[config.mk]
export PLATFORM = sky130hd
export DESIGN_NAME = countdown_timer
export DESIGN_NICKNAME = d
export VERILOG_FILES = /design/src/rtl/countdown_timer.sv
export SDC_FILE = /design/constraint.sdc
export NUM_CORES = 1
export LEC_CHECK = 0
export BUFFER_PORTS_ARGS = -buffer_cell sky130_fd_sc_hd__buf_2
export CAP_MARGIN = 20
export CORE_AREA = 2 2 62 64
export CTS_CLUSTER_DIAMETER = 50
export CTS_CLUSTER_SIZE = 14
export DETAILED_ROUTE_END_ITERATION = 10
export DIE_AREA = 0 0 64 66
export GPL_TIMING_DRIVEN = 0
export PLACE_DENSITY = 0.76
export REMOVE_ABC_BUFFERS = 1
export SKIP_LAST_GASP = 1
export SLEW_MARGIN = 20
export SYNTH_ARGS = -nofsm -noshare
export SYNTH_HDL_FRONTEND = slang
export SYNTH_SLANG_ARGS = --single-unit
[constraint.sdc]
create_clock -name clk -period 4.5 [get_ports clk]
set_input_delay 0.675 -clock clk [delete_from_list [all_inputs] [get_ports clk]]
set_output_delay 0.675 -clock clk [all_outputs]
set_load 0.05 [all_outputs]
[src/rtl/countdown_timer.sv]
// Prescaled down-counter with IDLE/RUN/DONE control, one-shot or auto-reload operation,
// and a registered one-cycle terminal-count pulse.
module countdown_timer #(
    parameter int WIDTH = 8,
    parameter int PSC_W = 4
) (
    input  logic             clk,
    input  logic             reset,
    input  logic             load,
    input  logic [WIDTH-1:0] load_val,
    input  logic             start,
    input  logic             stop,
    input  logic             auto_reload,
    input  logic [PSC_W-1:0] prescale,
    output logic [WIDTH-1:0] count,
    output logic             tc,
    output logic             busy,
    output logic             done
);

    typedef enum logic [1:0] {
        S_IDLE = 2'd0,
        S_RUN  = 2'd1,
        S_DONE = 2'd2
    } state_t;

    localparam logic [WIDTH-1:0] CNT_ONE = WIDTH'(1);
    localparam logic [PSC_W-1:0] PSC_ONE = PSC_W'(1);

    state_t           r_state;
    logic [WIDTH-1:0] r_count;
    logic [WIDTH-1:0] r_reload;
    logic [PSC_W-1:0] r_psc;
    logic             r_tc;
    logic             w_tick;

    // Live compare so a prescale reduced below the running prescaler ticks at once.
    assign w_tick = (r_psc >= prescale);

    // NOTE: sequential state uses non-blocking assignments so every register samples
    // pre-edge values and simulation matches the synthesised flops.
    always_ff @(posedge clk or posedge reset) begin
        if (reset) begin
            r_state  <= S_IDLE;
            r_count  <= '0;
            r_reload <= '0;
            r_psc    <= '0;
            r_tc     <= 1'b0;
        end else begin
            r_tc <= 1'b0;
            if (load) begin
                r_count  <= load_val;
                r_reload <= load_val;
                r_psc    <= '0;
                r_state  <= S_IDLE;
            end else begin
                case (r_state)
                    S_IDLE: begin
                        if (start && !stop && (r_count != '0)) begin
                            r_state <= S_RUN;
                            r_psc   <= '0;
                        end
                    end
                    S_DONE: begin
                        if (start) begin
                            r_count <= r_reload;
                            r_psc   <= '0;
                            r_state <= (r_reload != '0) ? S_RUN : S_IDLE;
                        end
                    end
                    S_RUN: begin
                        if (stop) begin
                            r_state <= S_IDLE;
                            r_psc   <= '0;
                        end else if (!w_tick) begin
                            r_psc <= r_psc + PSC_ONE;
                        end else begin
                            r_psc <= '0;
                            if (r_count > CNT_ONE) begin
                                r_count <= r_count - CNT_ONE;
                            end else if (r_count == CNT_ONE) begin
                                // Terminal tick: auto_reload is only consulted here.
                                r_tc <= 1'b1;
                                if (auto_reload) begin
                                    r_count <= r_reload;
                                end else begin
                                    r_count <= '0;
                                    r_state <= S_DONE;
                                end
                            end
                        end
                    end
                    default: begin
                        r_state <= S_IDLE;
                    end
                endcase
            end
        end
    end

    assign count = r_count;
    assign tc    = r_tc;
    assign busy  = (r_state == S_RUN);
    assign done  = (r_state == S_DONE);

endmodule

==> results by group <==
Worst setup path
  • Reg-to-reg endpoint: count[6]
  • FF-to-FF setup slack: 2020 ps
  • Crit path max fanout: 23
  • Critical path required time: 4700 ps
  • Crit path DAT: 2770 ps
  • WS Path Type: in2reg
  • Reg2reg start: count[4]
  • Reg2Reg Depth: 4
  • CP startpoint kind: input pin
  • Setup crit end kind: flip-flop

Die
  • Starting Density: 0.430
  • Chip height: 66 um
  • FP Rows: 22
  • Core area: 3550 sq um
  • I/O pins: 29
  • Die W: 64 um
  • Die area: 4220 sq um

Synth
  • Fraction of the yosys area taken by sequential cells: 0.377
  • Mapped Area: 1530 sq um
  • Asr flop ratio synth: 1.00
  • Post-synthesis average cell area: 9.25 sq um
  • Synth Flop Type: dfrtp_1
  • Post-synthesis cell type count: 47
  • Synth Warn #: 0
  • EDFF count, synth: 0
  • #FFs+latches synth: 23
  • Cells after Synth: 165

Clock network
  • CTS sink cnt: 23
  • Post-CTS setup repair buffer count: 0
  • Cell chosen for the clock root: clkbuf_4
  • Clock Latency Late Sink: 310 ps
  • TritonCTS buffer count: 3
  • H-tree Lvls: 1
  • Clock-pin slew on the worst setup and hold paths: 130 ps
  • Hold Buf Count CTS: 0
  • CTS tree: built
  • Bufs on Longest Clock Path: 2
  • Post_cts resized: 0

Timing
  • Setup TNS: 0 ps
  • RSZ-0062 raised after global routing: no
  • Hold Slack: 523 ps
  • Final period utilization: 0.571
  • Final worst clock skew: 8.41 ps
  • Final setup fails: 0
  • Slew Limit Fails: 0
  • Worst Slack Setup Final: 1930 ps
  • Tmin final: 2570 ps
  • Worst Max-Slew Pin Slew: 929 ps
  • Hold Fails Final Rpt: 0
  • Slew headroom: 0.378
  • Max Freq: 389 MHz

Finish
  • Nets@finish: 217
  • Register area: 576 sq um
  • Share of cells above drive strength 1: 0.242
  • Final std cells w/o fill: 238
  • Fillcell total: 356
  • Multi-input gate area: 862 sq um
  • Area grow syn2layout: 12.0%
  • Diode count: 0
  • Design area: 1710 sq um

Routing
  • Wirelength per Cell: 14.4 um
  • DRC errors left: 0
  • Post-route ant nets: 0
  • DR pass1 iterations: 6
  • DR iter-0 viols: 99
  • Routed wire length: 3420 um
  • Vias: 1367
  • Vias per inst: 5.74

Min path
  • Min-Delay Path Class: in2async

Place
  • Placed cell count: 234
  • Dpl hpwl: 2550 um
  • Placer Congestion: 0.833
  • Port Buffers: 28
  • Placed instance area: 1680 sq um
  • Setup WS pre-CTS: 1570 ps

Global routing
  • Vias in the first global route: 1255
  • Met2 usage: 0.285
  • First-pass GRT wire length: 5830 um
  • Grt met3 use: 0.0221
  • Largest net degree at the start of global routing: 24
  • Initial antenna violation count: 0
  • GRT Max-Usage Layer: met2
  • Gr usage total: 0.174
  • Met1 GRT Util: 0.236
  • GRT overflow: 0

Power
  • Static leakage: 0.812 nW
  • Pwr/cell area: 375 nW/um^2
  • Max VDD drop: 0.268 mV

Job
  • Max Cap Viol: 0

Status
  • Status: finished, final reports clean
## cells by family (layout without fill, tap and decap cells)
family / Yosys count / in the layout / share of synthesized area
buffers and inverters: 19 / 44 / 0.0582
xor gates and xnor gates: 2 / 2 / 0.0115
and+or+nand+nor: 59 / 59 / 0.211
adders and majority gates: 8 / 8 / 0.0656
DFF: 23 / 23 / 0.377
AOI/OAI and AO/OA: 46 / 46 / 0.217
muxes: 8 / 8 / 0.0590
## per-stage QoR
stage / util / power [mW]
2_1_floorplan: - / 0.474
3_3_place_gp: 0.474 / 0.542
3_5_place_dp: 0.474 / 0.546
4_1_cts: 0.481 / 0.641
5_1_grt: 0.481 / 0.688
6_report: 0.481 / 0.641
## final cells by class
class                      count  share of cell area
multi-input combinational    123               0.504
tap                           48              0.0351
sequential                    23               0.337
clock buffer                   4              0.0154
timing repair buffer          28              0.0820
inverter                      12              0.0264
## layout by cell type, fill, tap and decap left out, types with 2 or more instances in the layout
cell type  netlist  layout
buf_2            2      28
dfrtp_1         23      23
nand2_1         16      16
o21ai_0         13      13
inv_1           12      12
nor2_1           8       8
mux2_2           8       8
nor3_1           8       8
ha_1             8       8
nor2b_1          6       6
a21oi_1          5       5
nor4_1           4       4
or3b_2           3       3
a21o_1           3       3
a22o_1           3       3
nand3_1          3       3
a221oi_1         3       3
clkbuf_4         0       3
o21a_1           2       2
nor3b_1          2       2
a211o_1          2       2
o31a_1           2       2
o221ai_1         2       2
## how the worst max path moves through the flow
stage / slack, ps / endpoint / from / depth (start not counted)
final: 1930 / count[6] / load / 4
after global routing: 1750 / count[6] / count[4] / 4
after CTS: 1910 / count[1] / load / 4
after detailed placement: 1570 / count[1] / load / 4
after global placement: 1630 / count[6] / load / 4
after floorplan: 1980 / count[7] / count[0] / 7
## flip-flops by register name (all words and copies together), names as in the netlist
name      cells
count         8
r_psc         4
r_reload      8
r_state       2
tc            1
## layer usage
| metal | part of all wire | routed length (um) |
|---|---|---|
| met4 | 0.017 | 57 |
| met1 | 0.45 | 1550 |
| met5 | 0 | 0 |
| met2 | 0.48 | 1620 |
| met3 | 0.053 | 181 |
## synth_stat cells (all sizes together) (5+ instances only)
master  count  area share
o21ai      13       0.043
mux2        8       0.059
ha          8       0.066
nor2        8       0.020
nor4        5       0.025
nand2      16       0.039
nor2b       6       0.025
a21oi       5       0.016
dfrtp      23        0.38
nor3        8       0.026
inv        12       0.030
buf         5       0.024
## power by group
part / switching [mW] / total (mW) / internal [mW]
Sequential: 0.0462 / 0.280 / 0.234
Combinational: 0.171 / 0.264 / 0.0932
Clock: 0.0627 / 0.0972 / 0.0345
## critical path: stages
cell	delay, ps
buf_2	230
or3b_2	650
o211ai_1	800
mux2_2	410
No activity file was read; power rests on OpenSTA's default activity.
